<file path="config.mk">
export PLATFORM = sky130hd
export DESIGN_NAME = sine_nco_ctrl
export DESIGN_NICKNAME = d
export VERILOG_FILES = /design/src/rtl/sine_nco_pkg.sv /design/src/rtl/nco_phase_accum.sv /design/src/rtl/sine_nco_ctrl.sv
export SDC_FILE = /design/constraint.sdc
export NUM_CORES = 1
export LEC_CHECK = 0
export CELL_PAD_IN_SITES_DETAIL_PLACEMENT = 1
export CELL_PAD_IN_SITES_GLOBAL_PLACEMENT = 1
export CORE_ASPECT_RATIO = 0.7
export CORE_MARGIN = 8
export CORE_UTILIZATION = 44
export CTS_CLUSTER_DIAMETER = 200
export DETAILED_ROUTE_END_ITERATION = 6
export PLACE_DENSITY_LB_ADDON = 0.1
export SLEW_MARGIN = 15
export SYNTH_ARGS = -nofsm -noshare
export SYNTH_HDL_FRONTEND = slang
export SYNTH_HIERARCHICAL = 1
export SYNTH_SLANG_ARGS = --single-unit
</file>
<file path="constraint.sdc">
create_clock -name i_clk -period 3.05 [get_ports i_clk]
set_input_delay 0.61 -clock i_clk [delete_from_list [all_inputs] [get_ports i_clk]]
set_output_delay 0.61 -clock i_clk [all_outputs]
set_load 0.01 [all_outputs]
</file>
<file path="src/rtl/sine_nco_pkg.sv">
// Shared constants and types for the quarter-wave sine NCO.
// The PHASE_DITHER_EN macro selects LFSR phase dithering in nco_phase_accum.
package sine_nco_pkg;

  localparam int unsigned ROM_ADDR_W = 14;
  localparam int unsigned ROM_DATA_W = 16;
  localparam int unsigned PHASE_W    = 16;
  localparam int unsigned OUT_W      = 17;

  // Quadrant codes taken from the top two phase bits
  localparam logic [1:0] Q0 = 2'b00;
  localparam logic [1:0] Q1 = 2'b01;
  localparam logic [1:0] Q2 = 2'b10;
  localparam logic [1:0] Q3 = 2'b11;

  // 15-bit Fibonacci LFSR, polynomial x^15 + x^14 + 1
  localparam int unsigned LFSR_W    = 15;
  localparam logic [14:0] LFSR_SEED = 15'h0001;
  localparam logic [14:0] LFSR_TAPS = 15'h6000;

  typedef struct packed {
    logic [1:0]            quad;
    logic [ROM_ADDR_W-1:0] idx;
  } phase_t;

  function automatic logic [LFSR_W-1:0] lfsr_step(input logic [LFSR_W-1:0] s);
    return {s[LFSR_W-2:0], ^(s & LFSR_TAPS)};
  endfunction

endpackage

</file>
<file path="src/rtl/nco_phase_accum.sv">
// Phase accumulator: FCW register, accumulator with sync clear, phase offset add
// and optional LFSR dither (enabled by defining PHASE_DITHER_EN).
module nco_phase_accum
  import sine_nco_pkg::*;
#(
  parameter int unsigned ACC_W  = 32,
  parameter int unsigned DITH_W = 8
) (
  input  logic               i_clk,
  input  logic               i_rst_n,
  input  logic [ACC_W-1:0]   i_fcw,
  input  logic               i_fcw_load,
  input  logic [PHASE_W-1:0] i_phase_off,
  input  logic               i_en,
  input  logic               i_sync,
  output logic [PHASE_W-1:0] o_phase,
  output logic               o_valid
);

  localparam int unsigned ExtW = PHASE_W + DITH_W;

  logic [ACC_W-1:0]   fcw_q;
  logic [ACC_W-1:0]   acc_q;
  logic [ACC_W-1:0]   acc_base;
  logic [ACC_W-1:0]   acc_d;
  logic [DITH_W-1:0]  dith;
  logic [PHASE_W-1:0] phase_d;

`ifdef PHASE_DITHER_EN
  logic [LFSR_W-1:0] lfsr_q;

  // LFSR advances once per accepted sample; sync leaves it running
  always_ff @(posedge i_clk or negedge i_rst_n) begin
    if (!i_rst_n) begin
      lfsr_q <= LFSR_SEED;
    end else if (i_en) begin
      lfsr_q <= lfsr_step(lfsr_q);
    end
  end

  assign dith = lfsr_q[DITH_W-1:0];
`else
  // Zero dither keeps the datapath a plain truncation
  assign dith = '0;
`endif

  // Sync forces the sample to see a cleared accumulator
  assign acc_base = i_sync ? '0 : acc_q;

  // Next accumulator value and sample phase (dither carry may ripple into the phase)
  always_comb begin
    acc_d = acc_q;
    if (i_sync) acc_d = '0;
    if (i_en)   acc_d = acc_base + fcw_q;
    phase_d = PHASE_W'((acc_base[ACC_W-1 -: ExtW] + ExtW'(dith)) >> DITH_W) + i_phase_off;
  end

  // FCW, accumulator and registered phase/valid
  always_ff @(posedge i_clk or negedge i_rst_n) begin
    if (!i_rst_n) begin
      fcw_q   <= '0;
      acc_q   <= '0;
      o_phase <= '0;
      o_valid <= 1'b0;
    end else begin
      if (i_fcw_load) fcw_q <= i_fcw;
      acc_q   <= acc_d;
      o_valid <= i_en;
      if (i_en) o_phase <= phase_d;
    end
  end

endmodule

</file>
<file path="src/rtl/sine_nco_ctrl.sv">
// Full-wave NCO around a quarter-wave sine ROM: quadrant fold to the ROM
// address, quadrant/valid delay matching the ROM latency, sign restore.
// Define PHASE_DITHER_EN to enable LFSR phase dithering.
module sine_nco_ctrl
  import sine_nco_pkg::*;
#(
  parameter int unsigned ACC_W   = 32,
  parameter int unsigned ROM_LAT = 1,
  parameter int unsigned DITH_W  = 8
) (
  input  logic                  i_clk,
  input  logic                  i_rst_n,
  input  logic [ACC_W-1:0]      i_fcw,
  input  logic                  i_fcw_load,
  input  logic [PHASE_W-1:0]    i_phase_off,
  input  logic                  i_en,
  input  logic                  i_sync,
  output logic [ROM_ADDR_W-1:0] o_rom_addr,
  input  logic [ROM_DATA_W-1:0] i_rom_data,
  output logic [OUT_W-1:0]      o_data,
  output logic                  o_valid
);

  logic [PHASE_W-1:0]    phase;
  logic                  phase_vld;
  phase_t                ph;
  logic [ROM_ADDR_W-1:0] addr_fold;

  logic [1:0]                quad_a_q;
  logic                      vld_a_q;
  logic [ROM_LAT-1:0][1:0]   quad_dly_q;
  logic [ROM_LAT-1:0]        vld_dly_q;
  logic [1:0]                quad_b;
  logic                      vld_b;
  logic [OUT_W-1:0]          mag_ext;
  logic [OUT_W-1:0]          sample;

  nco_phase_accum #(
    .ACC_W  (ACC_W),
    .DITH_W (DITH_W)
  ) u_accum (
    .i_clk       (i_clk),
    .i_rst_n     (i_rst_n),
    .i_fcw       (i_fcw),
    .i_fcw_load  (i_fcw_load),
    .i_phase_off (i_phase_off),
    .i_en        (i_en),
    .i_sync      (i_sync),
    .o_phase     (phase),
    .o_valid     (phase_vld)
  );

  assign ph = phase_t'(phase);

  // Odd quadrants walk the quarter table backwards
  always_comb begin
    addr_fold = ph.idx;
    unique case (ph.quad)
      Q0, Q2: addr_fold = ph.idx;
      Q1, Q3: addr_fold = ~ph.idx;
    endcase
  end

  // Stage A address register plus quadrant/valid delay covering the ROM read
  always_ff @(posedge i_clk or negedge i_rst_n) begin
    if (!i_rst_n) begin
      o_rom_addr <= '0;
      quad_a_q   <= Q0;
      vld_a_q    <= 1'b0;
      quad_dly_q <= '0;
      vld_dly_q  <= '0;
    end else begin
      if (phase_vld) begin
        o_rom_addr <= addr_fold;
        quad_a_q   <= ph.quad;
      end
      vld_a_q       <= phase_vld;
      quad_dly_q[0] <= quad_a_q;
      vld_dly_q[0]  <= vld_a_q;
      for (int i = 1; i < ROM_LAT; i++) begin
        quad_dly_q[i] <= quad_dly_q[i-1];
        vld_dly_q[i]  <= vld_dly_q[i-1];
      end
    end
  end

  assign quad_b  = quad_dly_q[ROM_LAT-1];
  assign vld_b   = vld_dly_q[ROM_LAT-1];
  assign mag_ext = {1'b0, i_rom_data};

  // Lower half-wave is negated; a zero magnitude stays zero
  assign sample = (quad_b == Q2 || quad_b == Q3) ? -mag_ext : mag_ext;

  // Stage B output register, holds the last sample between strobes
  always_ff @(posedge i_clk or negedge i_rst_n) begin
    if (!i_rst_n) begin
      o_data  <= '0;
      o_valid <= 1'b0;
    end else begin
      o_valid <= vld_b;
      if (vld_b) o_data <= sample;
    end
  end

endmodule

</file>
==> results of run 1 <==
[metal layers]
layer	part of all wire, %	vias up	track usage [%]	wire length, um
li1	-	3333	-	-
met1	44	3672	28.1	11800
met2	50	153	39.5	13300
met3	3.5	43	5.03	921
met4	2.0	0	7.97	529
met5	0	-	0	0
[logic make-up (layout without fill, tap and decap cells)]
kind of cell               after synthesis  after routing  share of synthesized area (%)
AOI/OAI and AO/OA                      216            216                           18.9
xor gates and xnor gates                89             89                           9.72
adders and majority gates               40             40                           6.20
buffers and inverters                   80            279                           4.59
DFF                                    117            117                           36.5
muxes                                   61             61                           8.55
and+or+nand+nor                        224            224                           15.5
[layout make-up]
type | count | area [um2] | share of cell area [%]
Sequential cell | 117 | 2930 | 26.8
Clock inverter | 9 | 128 | 1.17
Clock buffer | 21 | 470 | 4.30
Tap cell | 236 | 295 | 2.70
Multi-Input combinational cell | 630 | 5070 | 46.3
Timing Repair Buffer | 224 | 1960 | 17.9
Inverter | 25 | 93.8 | 0.857
[worst max-delay path, delay by kind of cell, from the launching register on]
family          cells  cell delay (ns)
buf+inv             1             0.17
mux                 1             0.23
compound gates      6             1.30
fa+ha+maj           2             0.54
flops               1             0.37
simple gates        3             0.32
[registers in the layout, indices dropped and copies added, names as in the netlist, 14 cells and up]
| register | count |
|---|---|
| o_data | 17 |
| u_accum/fcw_q | 32 |
| u_accum/o_phase | 16 |
| u_accum/acc_q | 32 |
| o_rom_addr | 14 |
[cells in the mapped netlist, types with 5 or more instances]
| cell type | count | area share [%] |
|---|---|---|
| dfrtp_1 | 117 | 37 |
| o21a_1 | 10 | 0.94 |
| clkbuf_1 | 25 | 1.2 |
| nor3_1 | 12 | 0.75 |
| nor3_2 | 5 | 0.62 |
| ha_1 | 34 | 5.3 |
| o21ai_1 | 9 | 0.56 |
| a21oi_1 | 71 | 4.4 |
| xor2_1 | 32 | 3.5 |
| nand3_1 | 11 | 0.69 |
| o32ai_1 | 5 | 0.55 |
| buf_2 | 17 | 1.1 |
| o22ai_1 | 6 | 0.47 |
| mux2_2 | 56 | 7.9 |
| o211ai_1 | 7 | 0.66 |
| or4_1 | 5 | 0.47 |
| o31ai_1 | 6 | 0.56 |
| a31oi_1 | 13 | 1.0 |
| inv_1 | 24 | 1.1 |
| o21bai_1 | 7 | 0.66 |
| nor2_1 | 70 | 3.3 |
| nor4bb_1 | 6 | 0.75 |
| a211oi_1 | 5 | 0.47 |
| nor2b_1 | 31 | 2.4 |
| xnor2_1 | 57 | 6.2 |
| o21ai_0 | 19 | 1.2 |
| a21o_1 | 15 | 1.4 |
| nand2_1 | 40 | 1.9 |
| nand2b_1 | 6 | 0.47 |
[how the worst max path moves through the flow]
stage                      from           endpoint  cells past startpoint
6_report       u_accum/acc_q[0]  u_accum/acc_q[30]                     13
3_5_place_dp             i_sync  u_accum/acc_q[28]                     12
2_1_floorplan            i_sync  u_accum/acc_q[27]                     16
5_1_grt        u_accum/acc_q[6]  u_accum/acc_q[31]                     13
3_3_place_gp             i_sync  u_accum/acc_q[28]                     12
4_1_cts        u_accum/acc_q[2]  u_accum/acc_q[27]                     12
[where the power goes]
part           switching, mW  total, mW  internal [mW]  leakage (nW)
Combinational           1.87       3.89           2.03          2.99
Clock                  0.725       2.06           1.34         0.287
Sequential             0.495       2.53           2.04          1.38
[what timing repair did]
item,CTS,global route
buffers inserted,0,7
pin swaps,1,16
resized for setup,6,35
endpoints found under the setup margin,22,14
[through the flow]
stage | util [%] | worst slack, ns
floorplan | - | -0.444
global placement | 56.0 | -0.645
detailed placement | 56.0 | -0.667
CTS | 59.5 | 0.00574
global route | 61.0 | -0.0918
finish | 61.0 | -0.00266
==> impl_results.md, run 1 <==
- Pin count of the biggest net entering global routing: 57
- Starting Density: 44.7%
- Global-route wire length before repair: 42.0 mm
- Antenna violations before repair: 0
- N_diodes: 0
- EDFF count, synth: 0
- Commonest non-fill, non-tap cell in the layout: buf_4
- Placed Cells: 1,225
- DRT Pass-1 Iters: 4
- Top cell by count, worst path: a21o_1
- Synthesized instance count: 827
- Vias post-DR: 7,201
- Post-Layout Cell Count: 1,262
- Chip Width: 177 um
- Failing checks: setup timing
- Top-Level Pins: 101
- Antenna viol nets, final: 0
- Placement Rows: 41
- Final wirelength: 26.5 mm
- I/O Buffers: 100
- Pins Over Slew Limit: 0
- Vias in the first global route: 8,000
- Hold WC Path Type: primary input to asynchronous set/reset pin
- Max Fclk: 328 MHz
- Worst skew pair latency: 0.42 ns
- Cell area after synthesis: 8020 um2
- RSZ-0062 raised after global routing: true
- Die ar.: 22,900 um2
- Period utilisation layout: 100%
- Clock Path Buffers: 2
- Required @ worst endpoint: 3.34 ns
- Share of cells above drive strength 1: 30.2%
- Reg2Reg Setup Slack: -0.003 ns
- Post-DP HPWL: 18.4 mm
- Reg2Reg Depth: 13
- Placer Congestion: 0.834
- Post-synth ARST share: 100%
- H-tree level count: 4
- Finished Cell Area: 10,900 um2
- Max Clock Skew: 0.00702 ns
- Most frequent cells in the layout: buf_4 (122), dfrtp_1 (117), clkdlybuf4s50_1 (96), nor2_1 (67), a21oi_1 (64)
- CP max stage delay: 0.37 ns
- Die Ht: 129 um
- CTS Sinks: 117
- Clk slew on worst S/H paths: 0.06 ns
- Minimum clock period: 3.05 ns
- #FFs+latches synth: 117
- Max_slew headroom: 36.5%
- Vias per inst: 5.71
- Max cap viols: 0
- Area grow syn2layout: 36.5%
- CP Class: flip-flop to flip-flop
- Hold slack: 0.201 ns
- # fillers: 1,942
- Crit path DAT: 3.35 ns
- Final setup violation count: 1
- Worst reg2reg path endpoint: u_accum/acc_q[30]
- Number of library cell types mapped by synthesis: 87
- Grt ovf: 0
- Maximum vdd ir drop: 391 uV
- Post-Syn Nets: 931
- Final hold viol count: 0
- Final worst slack: -0.00266 ns
- Post-DP Area: 10,100 um2
- Worst path slowest cell: dfrtp_1
- Worst Setup Start Kind: flip-flop
- CP Capture Type: flip-flop
- Ys Warns: 6
- Avg WL per Cell: 21.0 um
- Register area share after synthesis: 36.5%
- CTS tree: done
- FF-to-FF Start: u_accum/acc_q[0]
- Outcome: finished, violations left
- CP Cell Sequence: nor2b_2 > ha_4 > fa_2 > a21o_1 > a21o_1 > a21oi_4 > nor4b_4 > buf_4 > o31ai_4 > a31oi_4 > a41oi_2 > mux2i_1 > nor2_1
- GRT Total Usage: 22.9%
- Pwr dens: 775 nW/um2
- Mean Syn Cell Area: 9.69 um2
- Remaining DRCs: 0
- Worst Tran Pin Value: 0.953 ns
- Design Power: 8.49 mW
- Core Box Area: 18,000 um2
- Root buffer cell: clkbuf_16
- Fin Setup TNS: -0.00266 ns
- DRT iter0 DRCs: 360
- Leak pwr: 4.65 nW
- Fin nets: 1,119
- Total CTS buffers: 17
- Worst-path fanout max: 3
- Top_reg_cell synth: dfrtp_1
- Hold_buf cts: 0
Power figures use the tool's default switching activity.
==> run 2: changes to the inputs <==
CORE_UTILIZATION = 47   (was 44)
REMOVE_ABC_BUFFERS = 1   (was not set)
clock period = 3.6 ns   (was 3.05 ns; I/O delays follow)
==> run 2 against run 1 <==
The run now ends clean; sequential share of layout area up 2.6 points; via count shrank 6.5%; setup slack better by 0.19 ns; non-clock buffer count fell by 79; sequential cell count stayed put; core utilization shrank 2.0 points; first-iteration DRC count is 21% higher; wire length is 11% lower; register-to-register slack better by 0.42 ns; sequential power fell by 15%; combinational power fell by 27%; largest cell class unchanged; highest routed layer unchanged.
==> impl_results.md, run 2 (same netlist as run 1, synthesis figures left out) <==
- Global-route wire length before repair: 38.4 mm (-8.4%)
- CP Capture Type: flip-flop
- Period utilisation layout: 94.7%
- Worst skew pair latency: 0.42 ns (about the same)
- Minimum clock period: 3.41 ns
- Starting Density: 47.4% (+2.7 points)
- Max_slew headroom: 38.2% (+1.7 points)
- CTS tree: done
- Area of the multi-input gates: 4730 um2 (-6.7%)
- CTS Sinks: 117 (unchanged)
- I/O Buffers: 100 (unchanged)
- H-tree level count: 4 (unchanged)
- Antenna violations before repair: 0 (unchanged)
- DRT Pass-1 Iters: 5 (+1)
- Hold WC Path Type: flip-flop to flip-flop
- N_diodes: 0 (unchanged)
- Core Box Area: 16,900 um2 (-5.8%)
- Remaining DRCs: 0 (unchanged)
- Root buffer cell: clkbuf_16
- Most frequent cells in the layout: dfrtp_1 (117), clkdlybuf4s50_1 (97), a21oi_1 (71), nor2_1 (70), xnor2_1 (57)
- Reg2Reg Depth: 12 (-1)
- Grt ovf: 0 (unchanged)
- Clk slew on worst S/H paths: 0.05 ns (about the same)
- Leak pwr: 4.20 nW (-9.8%)
- Antenna viol nets, final: 0 (unchanged)
- Outcome: finished, final reports clean
- GRT Total Usage: 22.1% (-0.88 points)
- Max Fclk: 293 MHz
- WHS Path Cells: 0
- Hold slack: 0.354 ns (+0.153 ns)
- Placement Rows: 40 (-2.4%)
- # fillers: 1,907 (-1.8%)
- Pre-CTS setup slack: -0.253 ns (+0.414 ns)
- Max cap viols: 0 (unchanged)
- Clock Path Buffers: 2 (unchanged)
- Worst Tran Pin Value: 0.926 ns (-0.0262 ns)
- Worst hold endpoint: vld_b
- Final wirelength: 23.5 mm (-11%)
- RSZ-0062 raised after global routing: false
- Total CTS buffers: 17 (unchanged)
- Top-Level Pins: 101 (unchanged)
- Maximum vdd ir drop: 327 uV (-16%)
- Vias in the first global route: 7,262 (-9.2%)
- Fin nets: 1,040 (-7.1%)
- Die ar.: 21,600 um2 (-5.7%)
- Reg2Reg Setup Slack: 0.42 ns (+0.42 ns)
- Pins Over Slew Limit: 0 (unchanged)
- Pin count of the biggest net entering global routing: 64 (+12%)
- FF-to-FF Start: u_accum/acc_q[0]
- Vias post-DR: 6,736 (-6.5%)
- Post-DP HPWL: 17.0 mm (-7.7%)
- Die Ht: 125 um (-2.8%)
- Commonest non-fill, non-tap cell in the layout: dfrtp_1
- Placer Congestion: 0.875 (+4.9%)
- Max Clock Skew: 0.0104 ns (+0.00338 ns)
- Crit path DAT: 3.71 ns (+0.36 ns)
- Worst Setup Start Kind: primary input
- DRT iter0 DRCs: 435 (+21%)
- Worst reg2reg path endpoint: u_accum/acc_q[30]
- Pwr dens: 675 nW/um2 (-13%)
- Hold_sp: vld_a_q
- Required @ worst endpoint: 3.90 ns (+0.56 ns)
- Area grow syn2layout: 24.5%
- Final setup violation count: 0 (-1)
- Avg WL per Cell: 20.0 um (-5.0%)
- Chip Width: 172 um (-2.9%)
- Vias per inst: 5.71 (+0.13%)
- Share of cells above drive strength 1: 18.9% (-11 points)
- Final worst slack: 0.189 ns (+0.192 ns)
- Largest registers: u_accum/acc_q x32, u_accum/fcw_q x32, o_data x17
- CP Class: primary input to flip-flop
- Register area: 2930 um2 (unchanged)
- Hold_buf cts: 0 (unchanged)
- Final hold viol count: 0 (unchanged)
- Worst-path fanout max: 15 (+12)
run 2: changes by cell type in the layout (fill, tap and decap cells not counted), moves of 4 or more:
cell     change
a21oi_1      +7
nor2b_1      +9
ha_1         +9
a21oi_2      -6
nor2b_2      -7
buf_4       -77
o21ai_2      -4
ha_4         -7
run 2: worst max-delay path by stage:
stage               cells past startpoint  slack [ns]           endpoint   start
global route                           14        0.01  u_accum/acc_q[31]  i_sync
finish                                 14        0.19  u_accum/acc_q[31]  i_sync
global placement                       13       -0.09  u_accum/acc_q[31]  i_sync
detailed placement                     13       -0.25  u_accum/acc_q[31]  i_sync
CTS                                    13        0.11  u_accum/acc_q[31]  i_sync
floorplan                              12        0.54  u_accum/acc_q[30]  i_sync
run 2: area by class of cell:
type                       instances  share of cell area (%)
multi-input combinational        630                    47.4
sequential                       117                    29.3
timing repair buffer             145                    13.4
clock buffer                      19                    4.44
tap                              231                    2.90
clock inverter                    12                    1.57
inverter                          25                   0.940
run 2: per-layer routing:
| metal | vias to the layer above | GRT usage [%] | part of all wire (%) |
|---|---|---|---|
| li1 | 3179 | - | - |
| met1 | 3363 | 29.2 | 47 |
| met2 | 164 | 35.3 | 46 |
| met3 | 30 | 4.87 | 5.2 |
| met4 | 0 | 6.72 | 1.6 |
| met5 | - | 0 | 0 |
run 2: power breakdown:
group,switching (mW),internal (mW),leakage (nW)
Clock,0.642,1.10,0.281
Combinational,1.41,1.44,2.54
Sequential,0.419,1.73,1.38
run 2: critical path: stages:
cell	delay, ns
buf_2	0.22
buf_4	0.19
nor2b_1	0.18
ha_1	0.33
a21oi_2	0.16
o21ai_1	0.12
a2111oi_4	0.49
nor4_4	0.09
buf_4	0.17
o311ai_2	0.30
a311oi_2	0.20
o21ai_0	0.22
nand3b_1	0.12
xor2_1	0.18
run 2: what timing repair did:
action                                 in CTS  in global routing
setup endpoints to repair                   0                  1
resized for setup                           0                  2
buffers inserted                            0                  0
endpoints found under the hold margin       0                  0
run 2: per-stage QoR:
stage | utilization, % | cells | TNS, ns | power [mW] | cell area [um2]
detailed placement | 55.4 | 1148 | -1.16 | 4.95 | 9370
CTS | 58.9 | 1179 | 0 | 6.77 | 9970
global placement | 55.4 | 1148 | -0.212 | 4.78 | 9370
finish | 59.0 | 1179 | 0 | 6.74 | 9980
global route | 59.0 | 1179 | 0 | 7.13 | 9980
floorplan | - | 772 | 0 | 3.83 | 7740
==> run 3: changes to the inputs <==
CORE_UTILIZATION = 44   (was 47)
clock period = 3.9 ns   (was 3.6 ns; I/O delays follow)
==> run 3 against run 2 <==
Total power decreased by 10%; register-to-register slack gained 0.38 ns; cell count down 2.1%; combinational power is 13% lower; die area up 6.1%.
==> impl_results.md, run 3 (same netlist as run 1, synthesis figures left out) <==
- Comb pwr share: 41.1% (-1.2 points)
- Chip Width: 177 um (+3.0%)
- Fin nets: 1,009 (-3.0%)
- Wl on met1: 11.2 mm (+1.5%)
- Post-DP HPWL: 17.1 mm (+0.49%)
- Worst Setup Start Kind: primary input
- Max_slew headroom: 40.6% (+2.3 points)
- Pwr dens: 623 nW/um2 (-7.7%)
- Required @ worst endpoint: 4.21 ns (+0.31 ns)
- Largest registers: u_accum/acc_q x32, u_accum/fcw_q x32, o_data x17
- Final worst slack: 0.510 ns (+0.321 ns)
- Number of setup buffers added after CTS: 0 (unchanged)
- Worst-path fanout max: 9 (-6)
- Sequential share of power: 32.7% (+0.9 points)
- CP Capture Type: flip-flop
- Placer Congestion: 0.897 (+2.5%)
- CP Class: primary input to flip-flop
- Vias post-DR: 6,442 (-4.4%)
- Hold_buf cts: 0 (unchanged)
- Area of the multi-input gates: 4720 um2 (-0.21%)
- Met3 Routed Length: 1.06 mm (-14%)
- Design Power: 6.07 mW (-10%)
- P_int: 3.80 mW (-11%)
- Vias per inst: 5.58 (-2.3%)
- Finished Cell Area: 9730 um2 (-2.5%)
- Area grow syn2layout: 21.4%
- Pin count of the biggest net entering global routing: 77 (+20%)
- Starting Density: 44.7% (-2.7 points)
- Max Clock Skew: 0.0114 ns (+0.00102 ns)
- Final hold viol count: 0 (unchanged)
- Avg WL per Cell: 19.6 um (-1.8%)
- Placed Cells: 1,122 (-2.3%)
- Total CTS buffers: 17 (unchanged)
- Post-Layout Cell Count: 1,154 (-2.1%)
- GRT Total Usage: 20.5% (-1.6 points)
- Core Box Area: 18,000 um2 (+6.1%)
- Die Ht: 129 um (+2.9%)
- # fillers: 1,986 (+4.1%)
- Hold WC Path Type: primary input to asynchronous set/reset pin
- Maximum vdd ir drop: 304 uV (-6.8%)
- Pins Over Slew Limit: 0 (unchanged)
- Commonest non-fill, non-tap cell in the layout: dfrtp_1
- Remaining DRCs: 0 (unchanged)
- Antenna viol nets, final: 0 (unchanged)
- H-tree level count: 4 (unchanged)
- Number of gates resized after cts: 0 (unchanged)
- Most frequent cells in the layout: dfrtp_1 (117), clkdlybuf4s50_1 (96), a21oi_1 (71), nor2_1 (70), xnor2_1 (57)
- Max Fclk: 295 MHz
- Max cap viols: 0 (unchanged)
- Share of cells above drive strength 1: 16.2% (-2.7 points)
- Vias in the first global route: 7,027 (-3.2%)
- Fin Setup TNS: 0 ns (unchanged)
- Final wirelength: 22.6 mm (-3.9%)
- Minimum clock period: 3.39 ns
- Root buffer cell: clkbuf_16
- Grt ovf: 0 (unchanged)
- Worst Tran Pin Value: 0.892 ns (-0.0347 ns)
- Post-DP Area: 9140 um2 (-2.5%)
- DRT Pass-1 Iters: 4 (-1)
- Top routing layer in use: met4
- Period utilisation layout: 86.9%
- CTS tree: done
- Global-route wire length before repair: 37.4 mm (-2.6%)
- Register area: 2930 um2 (unchanged)
- Outcome: finished, final reports clean
- Crit path DAT: 3.70 ns (about the same)
- Antenna violations before repair: 0 (unchanged)
- Top-Level Pins: 101 (unchanged)
- Final setup violation count: 0 (unchanged)
- Worst skew pair latency: 0.43 ns (about the same)
- Placement Rows: 41 (+2.5%)
- I/O Buffers: 100 (unchanged)
- Leak pwr: 4.04 nW (-3.6%)
- Met2 wire length: 10.1 mm (-7.0%)
- Die ar.: 22,900 um2 (+6.1%)
- Clock share of power: 26.1% (+0.2 points)
- Net Sw Power: 2.26 mW (-8.2%)
- Clk slew on worst S/H paths: 0.06 ns (about the same)
- CTS Sinks: 117 (unchanged)
- Pre-CTS setup slack: 0.0620 ns (+0.315 ns)
- Clock Path Buffers: 2 (unchanged)
- N_diodes: 0 (unchanged)
- DRT iter0 DRCs: 372 (-14%)
- Sw Share: 37.3% (+0.73 points)
- RSZ-0062 raised after global routing: false
## run 3: cell count changes in the layout (fill, tap and decap cells not counted), sizes merged
cell,previous run,this run
clkdlybuf4s50,97,96
bufinv,3,2
clkinv,5,4
buf,48,18
clkinvlp,4,3
clkbuf,19,17
inv,25,31
## run 3: power by group through the flow
stage                     registers (mW)  clock network (mW)  logic [mW]
after CTS                           1.99                1.63        2.50
after detailed placement            2.01                   0        2.47
after global placement              1.97                   0        2.37
after floorplan                     1.96                   0        1.58
final                               1.99                1.59        2.49
after global routing                2.05                1.67        2.74
## run 3: worst max-delay path, stage by stage
cell and delay (ns):
buf_2 0.18, buf_4 0.20, nor2b_1 0.07, ha_1 0.35
a21oi_1 0.09, o21ai_1 0.39, o21ai_1 0.23, nor4_4 0.43
o311ai_4 0.15, a311oi_1 0.40, nor3_1 0.08, nand3b_1 0.17
xor2_1 0.16
## run 3: path summary, 6_finish.rpt
kind	start	endpoint	slack, ns	cells after the start
min	i_rst_n	u_accum/fcw_q[13]	0.33	1
max in group asynchronous	i_rst_n	o_data[11]	2.74	2
max reg2reg	u_accum/acc_q[0]	u_accum/acc_q[20]	0.80	12
max	i_sync	u_accum/acc_q[31]	0.51	13
min reg2reg	vld_a_q	vld_b	0.35	0
min in group i_clk	vld_a_q	vld_b	0.35	0
## run 3: final cells by class
class,instances,area share [%]
timing repair buffer,114,11.3
sequential,117,30.1
clock buffer,17,4.37
clock inverter,15,1.74
multi-input combinational,630,48.5
tap,236,3.03
inverter,25,0.964
## run 3: metal layers
layer  GRT usage, %  vias up
met5              0        -
met4           5.57        0
met3           4.74       25
met2           32.3      133
met1           27.8     3168
li1               -     3116
## run 3: metrics by stage
step | util, % | hold slack (ns)
3_5_place_dp | 50.9 | 0.347
6_report | 54.2 | 0.328
4_1_cts | 54.2 | 0.344
5_1_grt | 54.2 | 0.368
3_3_place_gp | 50.9 | 0.334
2_1_floorplan | - | 0.331
